==> config.mk <==
export PLATFORM = sky130hd
export DESIGN_NAME = stream_to_block_packer
export DESIGN_NICKNAME = d
export VERILOG_FILES = /design/src/rtl/stream_to_block_packer.sv
export SDC_FILE = /design/constraint.sdc
export NUM_CORES = 1
export LEC_CHECK = 0
export BUFFER_PORTS_ARGS = -buffer_cell sky130_fd_sc_hd__buf_2
export CAP_MARGIN = 20
export CORE_ASPECT_RATIO = 1.25
export CORE_MARGIN = 3
export CORE_UTILIZATION = 53
export CTS_BUF_LIST = sky130_fd_sc_hd__clkbuf_16
export DETAILED_ROUTE_END_ITERATION = 12
export PLACE_DENSITY = 0.87
export REMOVE_ABC_BUFFERS = 1
export SLEW_MARGIN = 20
export SYNTH_ARGS = -nofsm -noshare
export SYNTH_HDL_FRONTEND = slang
export SYNTH_SLANG_ARGS = --single-unit
export TNS_END_PERCENT = 20
==> constraint.sdc <==
create_clock -name clk -period 3.4 [get_ports clk]
set_clock_uncertainty 0.1 [all_clocks]
set_input_delay 0.17 -clock clk [delete_from_list [all_inputs] [get_ports clk]]
set_output_delay 0.17 -clock clk [all_outputs]
set_load 0.02 [all_outputs]
==> src/rtl/stream_to_block_packer.sv <==
// Packs a stream of elements into sorter-sized blocks, padding short frames.
// Optional split-frame counter port err_cnt: define STREAM_PACKER_ERRCNT_EN.
module stream_to_block_packer #(
    parameter int                    NUM_ELEMS  = 16,
    parameter int                    DATA_WIDTH = 8,
    parameter logic [DATA_WIDTH-1:0] PAD_VALUE  = {DATA_WIDTH{1'b1}}
) (
    input  logic                             clk,
    input  logic                             rst,
    input  logic                             src_tvalid,
    output logic                             src_tready,
    input  logic [DATA_WIDTH-1:0]            src_tdata,
    input  logic                             src_tlast,
    output logic                             dest_tvalid,
    input  logic                             dest_tready,
    output logic [DATA_WIDTH*NUM_ELEMS-1:0]  dest_tdata_raw,
    output logic [$clog2(NUM_ELEMS+1)-1:0]   dest_count,
    output logic                             dest_last
`ifdef STREAM_PACKER_ERRCNT_EN
    ,
    output logic [15:0]                      err_cnt
`endif
);

    localparam int IDX_W = (NUM_ELEMS > 1) ? $clog2(NUM_ELEMS) : 1;
    localparam int CNT_W = $clog2(NUM_ELEMS + 1);
    localparam logic [IDX_W-1:0] LAST_IDX = IDX_W'(NUM_ELEMS - 1);

    typedef enum logic {
        FILL = 1'b0,
        HOLD = 1'b1
    } state_t;

    state_t                r_state;
    logic [IDX_W-1:0]      r_idx;
    logic [DATA_WIDTH-1:0] r_slot [NUM_ELEMS];
    logic [CNT_W-1:0]      r_count;
    logic                  r_last;

    logic w_accept;
    logic w_at_end;
    logic w_close;

    assign src_tready  = (r_state == FILL) && !rst;
    assign dest_tvalid = (r_state == HOLD) && !rst;

    assign w_accept = src_tvalid && src_tready;
    assign w_at_end = (r_idx == LAST_IDX);
    assign w_close  = w_accept && (w_at_end || src_tlast);

    always_ff @(posedge clk) begin
        if (rst) begin
            r_state <= FILL;
            r_idx   <= '0;
            r_count <= '0;
            r_last  <= 1'b0;
        end else begin
            unique case (r_state)
                FILL: begin
                    if (w_close) begin
                        r_state <= HOLD;
                        r_count <= CNT_W'(r_idx) + CNT_W'(1);
                        r_last  <= src_tlast;
                        r_idx   <= '0;
                    end else if (w_accept) begin
                        r_idx <= r_idx + IDX_W'(1);
                    end
                end
                HOLD: begin
                    if (dest_tready) begin
                        r_state <= FILL;
                    end
                end
                default: r_state <= FILL;
            endcase
        end
    end

    // Slots above the closing index are padded so short frames sort high.
    for (genvar k = 0; k < NUM_ELEMS; k++) begin : g_slot
        always_ff @(posedge clk) begin
            if (rst) begin
                r_slot[k] <= '0;
            end else if (w_accept) begin
                if (r_idx == IDX_W'(k)) begin
                    r_slot[k] <= src_tdata;
                end else if (w_close && (k > int'(r_idx))) begin
                    r_slot[k] <= PAD_VALUE;
                end
            end
        end
        assign dest_tdata_raw[k*DATA_WIDTH +: DATA_WIDTH] = r_slot[k];
    end

    assign dest_count = r_count;
    assign dest_last  = r_last;

`ifdef STREAM_PACKER_ERRCNT_EN
    logic [15:0] r_err_cnt;
    logic        w_split;

    assign w_split = w_accept && w_at_end && !src_tlast;

    always_ff @(posedge clk) begin
        if (rst) begin
            r_err_cnt <= '0;
        end else if (w_split && (r_err_cnt != 16'hFFFF)) begin
            r_err_cnt <= r_err_cnt + 16'd1;
        end
    end

    assign err_cnt = r_err_cnt;
`endif

endmodule

# After elaboration in Yosys (flattened, before gate mapping)
# Memories as Yosys holds them, arrays and structs flattened.
# Index checks and enable logic that the tools add are counted.
dict set report classes {
  n_eq_ne 15
  order_cmp 15
  bitwise 32
  n_reduce_logical 25
  n_mux 177
  addsub 2
}
# cell count
set ops {}
lappend ops {{2-to-1 mux 8 bit} 31}
lappend ops {{2-to-1 mux 1 bit} 143}
lappend ops {{equality test 4 bit (second input constant)} 8}
lappend ops {{> comparator 4 bit (first input constant)} 8}
lappend ops {{bitwise OR 1 bit} 31}
lappend ops {{logical AND 1 bit} 19}
lappend ops {{equality test 4 x 3 -> 1 bit (second input constant)} 4}
lappend ops {{> comparator 3 x 4 -> 1 bit (first input constant)} 4}
lappend ops {{equality test 4 x 2 -> 1 bit (second input constant)} 2}
lappend ops {{> comparator 2 x 4 -> 1 bit (first input constant)} 2}
lappend ops {{2-to-1 mux 4 bit} 2}
lappend ops {{adder 4 x 1 -> 5 bit (second input constant)} 1}
lappend ops {{adder 4 x 1 -> 4 bit (second input constant)} 1}
lappend ops {{equality test 4 x 1 -> 1 bit (second input constant)} 1}
lappend ops {{> comparator 1 x 4 -> 1 bit (first input constant)} 1}
lappend ops {{zero test 4 bit} 1}
lappend ops {{AND reduction 2 bit} 2}
lappend ops {{one-hot mux 1 bit (2 select lines)} 1}
lappend ops {{nonzero test 2 bit} 1}
lappend ops {{zero test 1 bit} 1}
lappend ops {{logical OR 1 bit} 1}
lappend ops {{inverter 1 bit} 1}
dict set report totals {
  inputBits 13
  reg_bits 11
  memories 1
  elab_cells 271
  mem_bits_rw 128
  output_inout_bits 136
}
# name words word_bits read_ports rd_ports_with_merged_regs wr line_no
set mem_list {}
lappend mem_list {r_slot 16 8 16 0 16 36} ;# logic [DATA_WIDTH-1:0] r_slot [NUM_ELEMS];

# Longest topological paths before layout
# Gate-level depths: netlist of run 1.
dict set report logic_depth {
  depth_word 11
  mapped_depth 7
  ltp_nobuf 5
}

# Least setup slack after synthesis of run 1
# OpenSTA, ideal clock, no wires.
dict set report synth_path {
  path_kind {flip-flop to flip-flop}
  start {register r_idx[0]}
  end {memory r_slot[14][0] (netlist: r_slot[1][48]) (enable)}
  slack_ns 0.860
  t_arrival_ns 2.111
  n_path_buf 2
  period_less_slack_ns 2.540
  setup_ns 0.328
  stages_incl_launch_ff 8
  required_time_ns 2.972
  cell_sequence {dfxtp_1 clkbuf_1 inv_1 ha_1 or2_2 clkbuf_1 a31oi_1 or3_1}
}
# item line_no
set synth_lines {}
lappend synth_lines {{from (decl)} 35} ;# logic [IDX_W-1:0] r_idx;
lappend synth_lines {{from (signal assigned)} 66} ;# r_idx <= r_idx + IDX_W'(1);
lappend synth_lines {{to (decl)} 36}

==> reports/metrics.yaml, run 1 <==
seqPwrFrac: 0.472
synth_seq_cells: 139
dieArea_mm2: 0.0129
clock_latency_ps: 420
status: "finished clean"
avgSynthCellArea_um2: 12.5
dp_cells: 729
ir_drop_mv: 0.324
hp-start: "src_tlast"
wirelength_um: 15100
reg2reg_to: "r_slot[1][18]"
rows: 43
synth-edff-count: 128
cp.required_ps: 3400
synth_largest_area_cell: "edfxtp_1"
antenna_left: 0
netlist_instances: 490
synth_cell_type_count: 48
crit_buf_inv: 1
vias: 4450
max_freq_ghz: 0.345
fin_crit_sh: 0.851
die_w_um: 102
viasPerCell: 5.85
cts.sinks: 139
fp.coreArea_mm2: 0.0112
hp-class: "in -> reg"
p_per_area_mw_per_mm2: 575
firstDrtPassIters: 5
combPwrFrac: 0.107
rsz0062_at_grt: "no"
slowest_delay_ps: 710
synth_area_leaders: "edfxtp_1 (63%), a21o_1 (8.1%), a21oi_1 (5.2%)"
criticalPathCategory: "reg -> reg"
grt_max_degree: 28
layout-drive-gt1-share: 0.321
grt_pass1_wl_um: 22900
endpoint_kind: "flop"
place.gp.congestion: 0.862
p_leak_nw: 3.52
power.switching_mw: 1.05
critPathLaunchType: "flop"
hold-path-endpoint: "r_idx[2]"
grt_pass1_vias: 4251
clk_pin_slew_worst_paths_ps: 60
synth_ff_type: "edfxtp_1"
layout.nets: 630
diodes: 0
layout_common_cells: "buf_2 (148), edfxtp_1 (128), a21o_1 (66), nand2_1 (65), a21oi_1 (64)"
stdcell_count: 761
dr.first_iter.drc_count: 439
p_int_mw: 3.26
io_buffers: 148
slew_headroom: 0.388
hold_viol: 0
die_h_um: 126
rr_worst_depth: 5
layout_setup_ws_ps: 505
timing.hold.ws_ps: 164
worstMarginPinSlew_ps: 918
hold_depth: 2
power_frac_clock: 0.421
syn_area_mm2: 0.00614
worstReg2RegStart: "r_idx[0]"
hpwl_um: 9920
synth_warnings: 0
fillerInstances: 788
drv_slew: 0
place_ws_ps: 545
cts_tree: "built"
setup_violations: 0
cts_root_buf: "clkbuf_16"
grt_usage: 0.236
cts_buffers: 17
crit_family: "compound AO/OA/AOI/OAI gates"
period_needed_ps: 2890
wl_per_cell_um: 19.8
ff2ff_setup_slack_ps: 510
grt-ovfl-total: 0
slowest_stage: "dfxtp_1"
ys_async_sr_fraction: 0
post_dp_cell_area_mm2: 0.00689
synth_top_area_share: 0.626
drc: 0
syn_to_final_growth_pct: 21.8
worstPathArrival_ps: 2890
ctsLongestPathBuffers: 2
seq_area_frac_synth: 0.662
io_pins: 149
start_util: 0.549
grt_antenna_before_repair: 0
htree_levels: 4
switching_share: 0.243
finalSetupTns_ps: 0
path_max_fanout: 20
final_common_cell: "buf_2"
design_area_mm2: 0.00748
path_cells: "inv_1 -> ha_1 -> o31a_1 -> a2111oi_4 -> or3_1"
drv_cap: 0
[registers in the layout (all words and copies together), names as in the netlist]
register	flops
dest_count	5
dest_last	1
r_idx	4
r_slot	128
r_state	1
[worst register-to-register path: cells and delay by family, from the launching register on]
family | cells | cell delay (ps)
AO/OA/AOI/OAI | 2 | 870
flip-flops | 1 | 710
adder cells (fa/ha/maj) | 1 | 300
AND/OR/NAND/NOR | 1 | 400
buffers and inverters | 1 | 190
[metal layers]
| layer | up-vias | share of wire | track usage |
|---|---|---|---|
| li1 | 2027 | - | - |
| met1 | 2138 | 0.37 | 0.292 |
| met4 | 0 | 0.016 | 0.0903 |
| met2 | 262 | 0.52 | 0.400 |
| met5 | - | 0 | 0 |
| met3 | 23 | 0.094 | 0.0550 |
[how the worst max path moves through the flow]
stage,start,endpoint,cells after the start
after floorplan,r_idx[0],r_slot[1][16],4
final,r_idx[0],r_slot[1][18],5
after CTS,r_idx[0],r_slot[1][23],5
after detailed placement,r_idx[0],r_slot[1][23],5
after global placement,r_idx[0],r_slot[1][16],5
after global routing,r_idx[0],r_slot[1][17],5
[power groups by stage]
stage          registers (mW)  clock network (mW)  logic (mW)
2_1_floorplan            2.20                   0       0.123
3_3_place_gp             2.06                   0       0.447
3_5_place_dp             2.07                   0       0.459
4_1_cts                  2.03                1.82       0.462
5_1_grt                  2.04                1.90       0.490
6_report                 2.03                1.81       0.461
[cell families after synthesis]
group | count (synthesis) | share of synthesized area
AO/OA/AOI/OAI | 147 | 0.159
buffers and inverters | 60 | 0.0411
XOR/XNOR | 1 | 0.00143
adder cells (fa/ha/maj) | 3 | 0.00611
multiplexers | 6 | 0.00998
flip-flops | 139 | 0.662
AND/OR/NAND/NOR | 134 | 0.121
[synth_stat cells, drive strengths merged, types with 2 or more instances]
library cell	number
edfxtp	128
a21o	66
nand2	65
a21oi	64
clkbuf	31
buf	22
dfxtp	11
nor2	10
or3	10
and2	9
nand2b	9
and3	6
inv	6
o21ai	6
mux2i	5
nor2b	4
nor4	4
ha	3
nor3	3
or2	3
and3b	2
nand3	2
o21bai	2
[cell type report]
class                           count  area, um2  share of cell area
Clock buffer                       17        425              0.0568
Clock inverter                     14        155              0.0207
Inverter                            7       26.3             0.00351
Multi-Input combinational cell    291       1830               0.244
Sequential cell                   139       4060               0.543
Tap cell                          135        169              0.0226
Timing Repair Buffer              158        818               0.109
[metrics by stage]
step | util | power [mW]
floorplan | - | 2.33
global placement | 0.616 | 2.51
detailed placement | 0.616 | 2.52
CTS | 0.669 | 4.32
global route | 0.669 | 4.43
finish | 0.669 | 4.31
[timing repair]
action	4_1_cts	5_1_grt
buffers inserted	0	0
hold buffers	1	0
endpoints found under the hold margin	1	0
resized for setup	0	0
Power figures use the tool's default switching activity.
==> run 2, diff against run 1 <==
--- a/config.mk
+++ b/config.mk
@@ -12,6 +12,7 @@
 export CORE_UTILIZATION = 53
 export CTS_BUF_LIST = sky130_fd_sc_hd__clkbuf_16
 export DETAILED_ROUTE_END_ITERATION = 12
+export GPL_TIMING_DRIVEN = 0
 export PLACE_DENSITY = 0.87
 export REMOVE_ABC_BUFFERS = 1
 export SLEW_MARGIN = 20
==> run 2 against run 1 <==
Die area stayed put. Power is 3.6% higher. Sequential power is essentially flat. Cell count shrank 1.2%. Combinational power decreased by 2%. Core utilization is 0.078 points lower. Global-route usage up 0.22 points. Largest power group unchanged.
==> reports/metrics.yaml, run 2 (synthesized netlist as in run 1, its figures left out) <==
largest_reg_flops: 128  # unchanged
io_pins: 149  # unchanged
drc: 0  # unchanged
hp-class: "in -> reg"
switching_share: 0.236  # -0.00753
dieArea_mm2: 0.0129  # unchanged
dp_cells: 720  # -1.2%
criticalPathCategory: "reg -> reg"
place.gp.congestion: 0.782  # -9.3%
grt_pass1_vias: 4215  # -0.85%
p_per_area_mw_per_mm2: 596  # +3.7%
regArea_mm2: 0.00407  # about the same
slowest_stage: "nor4b_1"
rows: 43  # unchanged
power.switching_mw: 1.05  # +0.35%
slowest_delay_ps: 860  # +150 ps
fillerInstances: 846  # +7.4%
seqPwrFrac: 0.455  # -0.017
rsz0062_at_grt: "no"
path_cells: "nor4b_1 -> nand3_1 -> o21bai_1"
drv_cap: 0  # unchanged
dr.first_iter.drc_count: 253  # -42%
start_util: 0.549  # unchanged
ir_drop_mv: 0.328  # +1.2%
grt-ovfl-total: 0  # unchanged
endpoint_kind: "flop"
clock_latency_ps: 420  # about the same
grt_max_degree: 37  # +32%
multi_input_area_mm2: 0.00183  # +0.41%
regMostFlops: "r_slot"
layout.nets: 621  # -1.4%
grt_pass1_wl_um: 22900  # about the same
drv_slew: 0  # unchanged
status: "finished clean"
fin_crit_sh: 0.901  # +0.0496
critPathLaunchType: "flop"
cts_buffers: 17  # unchanged
cts.sinks: 139  # unchanged
reg2reg_to: "r_slot[0][10]"
worstReg2RegStart: "r_idx[3]"
post_dp_cell_area_mm2: 0.00683  # -0.91%
fp.coreArea_mm2: 0.0112  # unchanged
ctsLongestPathBuffers: 2  # unchanged
worstPathArrival_ps: 3010  # +120 ps
design_area_mm2: 0.00748  # -0.12%
grt_usage: 0.238  # +0.00221
firstDrtPassIters: 5  # unchanged
grt_antenna_before_repair: 0  # unchanged
stdcell_count: 752  # -1.2%
htree_levels: 4  # unchanged
diodes: 0  # unchanged
viasPerCell: 5.77  # -1.4%
crit_family: "simple AND/OR/NAND/NOR gates"
max_freq_ghz: 0.326  # -5.5%
slew_headroom: 0.349  # -0.0396
layout_setup_ws_ps: 337  # -169 ps
worstMarginPinSlew_ps: 976  # +58.1 ps
path_max_fanout: 20  # unchanged
cts_tree: "built"
cts_root_buf: "clkbuf_16"
wirelength_um: 14700  # -2.1%
antenna_left: 0  # unchanged
die_w_um: 102  # unchanged
cp.required_ps: 3350  # -50 ps
die_h_um: 126  # unchanged
ff2ff_setup_slack_ps: 340  # -170 ps
syn_to_final_growth_pct: 21.7
period_needed_ps: 3060  # +169 ps
hpwl_um: 9700  # -2.2%
hold_viol: 0  # unchanged
p_int_mw: 3.41  # +4.6%
p_leak_nw: 3.51  # -0.26%
final_core_util: 0.668  # -0.000782
clk_pin_slew_worst_paths_ps: 60  # about the same
hold_depth: 2  # unchanged
finalSetupTns_ps: 0  # unchanged
place_ws_ps: 94.1  # -451 ps
p_total_mw: 4.46  # +3.6%
power_frac_clock: 0.443  # +0.022
combPwrFrac: 0.102  # -0.005
layout-drive-gt1-share: 0.319  # -0.00180
hp-start: "src_tlast"
rr_worst_depth: 3  # -2
vias: 4338  # -2.5%
layout_common_cells: "buf_2 (148), edfxtp_1 (128), a21o_1 (66), nand2_1 (65), a21oi_1 (64)"
timing.hold.ws_ps: 165  # +1.07 ps
cts_setup_buffers: 0  # unchanged
io_buffers: 148  # unchanged
final_common_cell: "buf_2"
wl_per_cell_um: 19.6  # -0.94%
setup_violations: 0  # unchanged
crit_buf_inv: 0  # -1
hold-path-endpoint: "r_idx[2]"
==> run 2: cell types whose count changed in the layout (fill, tap and decap cells not counted), moves of 2 or more <==
cell	before	now
buf_4	9	0
clkinv_1	5	2
bufinv_16	3	5
clkinvlp_4	3	1
inv_1	6	8
==> run 2: cell type report <==
class                   instances  share of cell area
clock buffers                  17              0.0569
inverters                       7             0.00351
multi-input cells             291               0.245
repair buffers                149               0.100
clock inverters                14              0.0274
flip-flops and latches        139               0.544
well taps                     135              0.0226
==> run 2: worst register-to-register path, delay by kind of cell (launching register included) <==
| kind | cells | cell delay, ps |
|---|---|---|
| DFF | 1 | 570 |
| and+or+nand+nor | 2 | 1310 |
| AOI/OAI and AO/OA | 1 | 710 |
==> run 2: worst max-delay path by stage <==
stage	startpoint	end	slack (ps)	cells past startpoint
floorplan	r_idx[0]	r_slot[1][16]	720	4
global placement	rst	r_slot[0][25]	100	4
detailed placement	r_idx[0]	r_slot[1][8]	90	4
CTS	r_idx[0]	r_slot[1][12]	80	4
global route	r_idx[3]	r_slot[0][15]	40	3
finish	r_idx[3]	r_slot[0][10]	340	3
==> run 2: power groups by stage <==
| stage | Clock [mW] | Sequential [mW] | Combinational, mW |
|---|---|---|---|
| floorplan | 0 | 2.20 | 0.123 |
| global placement | 0 | 2.06 | 0.441 |
| detailed placement | 0 | 2.06 | 0.455 |
| CTS | 1.99 | 2.03 | 0.457 |
| global route | 2.07 | 2.04 | 0.487 |
| finish | 1.97 | 2.03 | 0.454 |
==> run 2: metal layers <==
metal  share of wire  GRT usage  up-vias
met1            0.40      0.298     2131
met2            0.52      0.398      172
li1                -          -     2009
met5               0          0        -
met4           0.021     0.0927        0
met3           0.063     0.0578       26
==> run 2: timing repair <==
action | in CTS | in global routing
resized for setup | 0 | 2
hold endpoints to repair | 1 | 0
hold buffers | 1 | 0
endpoints found under the setup margin | 0 | 16
